File: src/rtl/arm_alu.sv
// 32-bit ARM-style ALU (ADD/SUB/AND/ORR) with registered result and NZCV flags.
// One shared adder serves ADD and SUB; outputs update one cycle after operands.
module arm_alu #(
  parameter int WIDTH = 32
) (
  input  logic             clk,
  input  logic             reset,
  input  logic [WIDTH-1:0] SrcA,
  input  logic [WIDTH-1:0] SrcB,
  input  logic [1:0]       ALUControl,
  output logic [WIDTH-1:0] ALUResult,
  output logic [3:0]       ALUFlag
);

  logic [WIDTH-1:0] b_eff;
  logic [WIDTH:0]   sum;
  logic             is_arith;
  logic [WIDTH-1:0] result_d, result_q;
  logic [3:0]       flag_d, flag_q;

  // SUB reuses the adder as SrcA + ~SrcB + 1; bit WIDTH is the carry out.
  always_comb begin
    b_eff    = ALUControl[0] ? ~SrcB : SrcB;
    sum      = {1'b0, SrcA} + {1'b0, b_eff} + {{WIDTH{1'b0}}, ALUControl[0]};
    is_arith = ~ALUControl[1];
  end

  always_comb begin
    result_d = '0;
    unique case (ALUControl)
      2'b00, 2'b01: result_d = sum[WIDTH-1:0];
      2'b10:        result_d = SrcA & SrcB;
      2'b11:        result_d = SrcA | SrcB;
      default:      result_d = '0;
    endcase
  end

  // Overflow: effective operands agree in sign while the sum's sign differs.
  always_comb begin
    flag_d    = 4'b0000;
    flag_d[3] = result_d[WIDTH-1];
    flag_d[2] = (result_d == '0);
    flag_d[1] = is_arith & sum[WIDTH];
    flag_d[0] = is_arith & (SrcA[WIDTH-1] == b_eff[WIDTH-1]) &
                (sum[WIDTH-1] != SrcA[WIDTH-1]);
  end

  always_ff @(posedge clk or posedge reset) begin
    if (reset) begin
      result_q <= '0;
      flag_q   <= 4'b0000;
    end else begin
      result_q <= result_d;
      flag_q   <= flag_d;
    end
  end

  assign ALUResult = result_q;
  assign ALUFlag   = flag_q;

endmodule

File: config.mk
export PLATFORM = sky130hd
export DESIGN_NAME = arm_alu
export DESIGN_NICKNAME = d
export VERILOG_FILES = /design/src/rtl/arm_alu.sv
export SDC_FILE = /design/constraint.sdc
export NUM_CORES = 1
export LEC_CHECK = 0
export ABC_AREA = 1
export BUFFER_PORTS_ARGS = -buffer_cell sky130_fd_sc_hd__buf_2
export CORE_MARGIN = 2
export CORE_UTILIZATION = 45
export DETAILED_ROUTE_END_ITERATION = 8
export PLACE_DENSITY = 0.74
export SETUP_SLACK_MARGIN = 0.5
export SYNTH_ARGS = -nofsm -noshare
export SYNTH_HDL_FRONTEND = slang
export SYNTH_SLANG_ARGS = --single-unit
File: constraint.sdc
create_clock -name clk -period 1.35 [get_ports clk]
set_input_delay 0.405 -clock clk [delete_from_list [all_inputs] [get_ports clk]]
set_output_delay 0.405 -clock clk [all_outputs]
set_load 0.02 [all_outputs]
Word-level counts from Yosys, hierarchy flattened
Index checks and enable logic that the tools add are counted.
{"block": "word_totals", "regBits": 36, "input_bits": 68, "out_inout_bits": 36, "wordCells": 21}
{"block": "op_classes", "n_addsub": 2, "n_eq_ne": 5, "muxes": 2, "bitwise_logic": 7, "reduce_logical": 3}
{"cell": "one-hot mux 32 bit (3 select lines)", "count": 1}
{"cell": "adder 32 x 32 -> 33 bit", "count": 1}
{"cell": "adder 33 x 1 -> 33 bit", "count": 1}
{"cell": "bitwise AND 32 bit", "count": 1}
{"cell": "logical NOT 32 bit", "count": 1}
{"cell": "2-to-1 mux 32 bit", "count": 1}
{"cell": "inverter 32 bit", "count": 1}
{"cell": "bitwise OR 32 bit", "count": 1}
{"cell": "equality test 2 bit (second input constant)", "count": 2}
{"cell": "bitwise AND 1 bit", "count": 3}
{"cell": "equality test 2 x 1 -> 1 bit (second input constant)", "count": 1}
{"cell": "logical NOT 2 bit", "count": 1}
{"cell": "OR reduction 2 bit", "count": 1}
{"cell": "equality test 1 bit", "count": 1}
{"cell": "inequality test 1 bit", "count": 1}
{"cell": "inverter 1 bit", "count": 1}

Logic depth before layout (Yosys ltp)
{"block": "depth", "ltp_word": 6, "depth_mapped": 23, "depth_no_buf": 22}

Worst setup path before layout
OpenSTA, ideal clock, no wires.
{"block": "synth_path", "path_type": "in2reg", "startpoint": "input port ALUControl[0]", "endpoint": "register flag_q[2] (netlist: ALUFlag[2])", "setup_ps": 71, "arrival_time_ps": 2595, "required_ps": 1279, "setup_slack_ps": -1316, "cell_stages": 22, "path_buffers": 3, "path_cell_list": "buf_4 -> buf_2 -> buf_1 -> nand2_1 -> inv_1 -> nor2_1 -> ha_1 -> nand2_1 -> inv_1 -> nand2_1 -> nand2_1 -> a21oi_2 -> nor2_1 -> nor2_1 -> nand3_1 -> nand3_2 -> nand2_2 -> inv_2 -> nand2_1 -> nor2_1 -> nand2_1 -> nor2_1"}
{"block": "synth_via", "elab_chain_cells": 5, "elab_cells_between_ends": 10, "classes_between": "add/sub (2); eq/ne (3); mux (2); reduce/logical (3)"}
{"element": "start, declared", "line_no": "10", "source": "input logic [1:0] ALUControl,"}
{"element": "2-to-1 mux 32 bit", "line_no": "23", "source": "b_eff = ALUControl[0] ? ~SrcB : SrcB;"}
{"element": "adder 32 x 32 -> 33 bit", "line_no": "24", "source": "sum = {1'b0, SrcA} + {1'b0, b_eff} + {{WIDTH{1'b0}}, ALUControl[0]};"}
{"element": "adder 33 x 1 -> 33 bit", "line_no": "24"}
{"element": "one-hot mux 32 bit (3 select lines) *", "line_no": "30", "source": "unique case (ALUControl)"}
{"element": "named net result_d[28]", "line_no": "18", "source": "logic [WIDTH-1:0] result_d, result_q;"}
{"element": "logical NOT 32 bit *", "line_no": "42", "source": "flag_d[2] = (result_d == '0);"}
{"element": "named net flag_d[2]", "line_no": "19", "source": "logic [3:0] flag_d, flag_q;"}
{"element": "end signal, assigned", "line_no": "54", "source": "flag_q <= flag_d;"}
{"element": "end, declared", "line_no": "19"}
The timed path passes the listed nets; every way through them passes the cells marked *.

Worst setup path in the final report
Same ends and word-level chain as after synthesis.

==> tab_implementation.tex <==
\begin{tabular}{lr}
\hline
Metric & Value \\
\hline
\multicolumn{2}{l}{\textbf{Outcome}} \\
Status & finished, violations left \\
Violations in the final reports & negative setup slack \\
\multicolumn{2}{l}{\textbf{Routing}} \\
Antenna-violating nets left & 0 \\
DRC marker count from the first detailed-route iteration & 500 \\
\# DRC & 0 \\
Post-detailed-route via-to-cell ratio & 5.15 \\
Drt wl/cell & 14.4 um \\
First-pass DRT Iterations & 5 \\
Final wirelength & 17,900 um \\
Via count & 6,402 \\
\multicolumn{2}{l}{\textbf{Timing}} \\
Number of pins exceeding their max-slew limit in the final report & 0 \\
Period minus WS final & 2.78 ns \\
Slack of the critical path & -1.43 ns \\
Worst slew margin relative to its limit & 67.5\% \\
RSZ-0062 raised after global routing & true \\
Transition time of the tightest slew-check pin & 0.482 ns \\
Final count of hold timing violations & 0 \\
Final setup vio count & 34 \\
Max Freq & 359 MHz \\
Portion of the clock cycle consumed by the worst path in the final layout & 206\% \\
\multicolumn{2}{l}{\textbf{Yosys}} \\
Sequential-to-total area share from yosys stat & 18.5\% \\
EDFF count, synth & 0 \\
Yosys warns & 0 \\
Post-synth design cell area & 4720 sq um \\
Gate count of the mapped netlist & 857 \\
Post-synthesis register bit count & 35 \\
Post-synth cell types & 34 \\
Library cell with the largest summed area after synthesis & sky130\_fd\_sc\_hd\_\_nand2\_1 \\
Share of synthesized registers carrying an async set or reset & 100\% \\
Fraction of post-synthesis cell area in the top cell type by area & 21.3\% \\
Biggest area contributors in the synthesized netlist & sky130\_fd\_sc\_hd\_\_nand2\_1 (21\%), sky130\_fd\_sc\_hd\_\_dfrtp\_1 (19\%), sky130\_fd\_sc\_hd\_\_inv\_1 (12\%), sky130\_fd\_sc\_hd\_\_nor2\_1 (11\%), sky130\_fd\_sc\_hd\_\_ha\_1 (8.7\%) \\
Ys flop type & sky130\_fd\_sc\_hd\_\_dfrtp\_1 \\
Mean instance size in the synthesized netlist & 5.51 sq um \\
Synth Net Count & 959 \\
\multicolumn{2}{l}{\textbf{Worst setup path}} \\
Crit path cell chain & buf\_12 -> buf\_12 -> or2\_1 -> inv\_1 -> nor2\_1 -> ha\_1 -> nand2\_1 -> nor2\_1 -> nand2\_1 -> nand3\_2 -> nand2\_1 -> nand3\_1 -> nand2\_1 -> nor2\_1 -> nand3\_1 -> nor2\_1 -> nand2\_1 -> nor2\_1 -> nand3\_1 -> nor2\_1 \\
Maximum fanout along the worst path & 6 \\
Nature of the critical path endpoint & flop \\
Critical-path top delay cell & sky130\_fd\_sc\_hd\_\_ha\_1 \\
CP bufs+invs & 3 \\
Worst endpoint data arrival time & 3.00 ns \\
Required time of the critical path & 1.57 ns \\
Worst path max stage delay & 0.42 ns \\
Total number of cells along the worst setup path & 20 \\
Most frequent CP cell & sky130\_fd\_sc\_hd\_\_nor2\_1 \\
Top delay family on crit path & simple AND/OR/NAND/NOR gates \\
Critical path type & in2reg \\
Kind of start point of the critical path & primary input \\
Worst setup path startpoint & ALUControl[0] \\
\multicolumn{2}{l}{\textbf{Clock tree}} \\
CTS tree & yes \\
H-tree depth reported by CTS & 2 \\
TritonCTS Buffers & 5 \\
Root buf cell & sky130\_fd\_sc\_hd\_\_clkbuf\_8 \\
Clock sinks & 35 \\
Clock slew at the register clock pins of the worst setup and hold paths & 0.07 ns \\
CTS max path bufs & 2 \\
Number of hold buffers added after cts & 0 \\
\multicolumn{2}{l}{\textbf{Floorplanning}} \\
Row count & 37 \\
Die Height & 106 um \\
Initial core utilization & 46.0\% \\
Die outline width & 106 um \\
Core area & 10,300 sq um \\
DIE AREA & 11,300 sq um \\
\# IOs & 104 \\
\multicolumn{2}{l}{\textbf{Global route}} \\
Global-route congestion overflow total & 0 \\
Via count of the first global-routing pass & 5,720 \\
Largest net degree at the start of global routing & 36 \\
Total track usage & 29.1\% \\
Antenna violations before repair & 0 \\
First-pass GRT wire length & 26,400 um \\
\multicolumn{2}{l}{\textbf{Min path}} \\
HP Class & in2async \\
\multicolumn{2}{l}{\textbf{Cells and area}} \\
Area added between synthesis and finish & 65.9\% \\
Diodes inserted & 0 \\
Final-layout fill cell count & 735 \\
Ratio of cells with drive above 1 in the final layout & 43.8\% \\
Total Nets Final & 1,208 \\
\multicolumn{2}{l}{\textbf{Placed design}} \\
Final RePlAce weighted congestion & 0.962 \\
Worst setup slack before clock tree synthesis & -1.62 ns \\
Count of buffers inserted at the top-level ports & 103 \\
HPWL reported at the end of detailed placement & 12,600 um \\
\multicolumn{2}{l}{\textbf{Power and ir drop}} \\
Pwr Density & 785 nW/um\^{}2 \\
VDD IR max & 817 uV \\
Static power due to leakage & 4.40 nW \\
Total power & 6.15 mW \\
\multicolumn{2}{l}{\textbf{Run}} \\
\# Max-Cap Violations & 0 \\
\hline
\end{tabular}
cells in the final DEF (no fill, tap or decap), types with 32 or more instances in the layout:
cell type,count
sky130_fd_sc_hd__nand2_2,68
sky130_fd_sc_hd__nor2_1,97
sky130_fd_sc_hd__nand3_1,51
sky130_fd_sc_hd__inv_1,141
sky130_fd_sc_hd__dfrtp_1,34
sky130_fd_sc_hd__buf_2,66
sky130_fd_sc_hd__buf_4,128
sky130_fd_sc_hd__nand2_1,205
sky130_fd_sc_hd__buf_6,52
sky130_fd_sc_hd__nor2_2,32
final cells by class:
type / count / area [sq um] / share of cell area, %
inverter: 165 / 628 / 8.01
timing repair buffer: 257 / 2120 / 27.1
clock inverter: 1 / 5.00 / 0.0639
clock buffer: 7 / 86.3 / 1.10
sequential: 35 / 877 / 11.2
multi-input combinational: 642 / 3950 / 50.4
tap: 136 / 170 / 2.17
sequential cells by signal, summed over array words and instances, names as in the netlist:
signal	flops
ALUResult	31
ALUFlag	4
kinds of logic after synthesis:
family | after synthesis | share of synthesized area, %
adder cells (fa/ha/maj) | 34 | 9.17
AND/OR/NAND/NOR | 533 | 48.3
buffers and inverters | 180 | 15.0
flip-flops | 35 | 18.5
XOR/XNOR | 1 | 0.185
AO/OA/AOI/OAI | 74 | 8.74
per-stage QoR:
| step | util (%) | area [sq um] | TNS, ns | cells | hold slack [ns] |
|---|---|---|---|---|---|
| 4_1_cts | 72.0 | 7400 | -25.18 | 1236 | 0.142 |
| 6_report | 76.3 | 7840 | -32.22 | 1243 | 0.150 |
| 2_1_floorplan | - | 4860 | -25.00 | 857 | 0.352 |
| 3_3_place_gp | 62.4 | 6410 | -37.73 | 1205 | 0.449 |
| 5_1_grt | 76.3 | 7840 | -33.69 | 1243 | 0.158 |
| 3_5_place_dp | 62.4 | 6410 | -38.95 | 1205 | 0.451 |
timing repair:
item,CTS,global route
endpoints found under the setup margin,71,71
gates resized for setup,198,91
pin swaps,46,25
setup buffers,20,7
cloned,3,0
per-layer routing:
layer | GRT usage (%) | vias to the layer above | routed length, um
li1 | - | 3131 | -
met1 | 39.0 | 2925 | 7200
met2 | 49.6 | 299 | 8780
met3 | 2.88 | 47 | 1450
met4 | 8.16 | 0 | 512
met5 | 0 | - | 0
final timing paths:
path | to | slack [ns]
max | ALUFlag[2] | -1.43
min | ALUResult[9] | 0.15
max in group asynchronous | ALUFlag[3] | 1.02
min in group clk | ALUFlag[0] | 0.36
cells in the mapped netlist (3+ instances only):
cell type / instances
sky130_fd_sc_hd__nand4_1: 12
sky130_fd_sc_hd__nor2_4: 3
sky130_fd_sc_hd__o21ai_0: 37
sky130_fd_sc_hd__nand2_2: 22
sky130_fd_sc_hd__nand2_1: 268
sky130_fd_sc_hd__clkinv_1: 3
sky130_fd_sc_hd__ha_1: 33
sky130_fd_sc_hd__inv_1: 154
sky130_fd_sc_hd__dfrtp_1: 35
sky130_fd_sc_hd__buf_2: 6
sky130_fd_sc_hd__nor2_1: 138
sky130_fd_sc_hd__nor3_1: 4
sky130_fd_sc_hd__nand3b_1: 4
sky130_fd_sc_hd__o21bai_1: 4
sky130_fd_sc_hd__nand3_2: 8
sky130_fd_sc_hd__a21oi_1: 25
sky130_fd_sc_hd__nor2_2: 3
sky130_fd_sc_hd__inv_2: 8
sky130_fd_sc_hd__clkbuf_1: 3
sky130_fd_sc_hd__nand3_1: 69
where the power goes:
part / internal [mW] / switching [mW]
Clock: 0.411 / 0.353
Combinational: 1.89 / 2.23
Sequential: 1.20 / 0.0707
Total: 3.50 / 2.65
No activity file was read; power rests on OpenSTA's default activity.
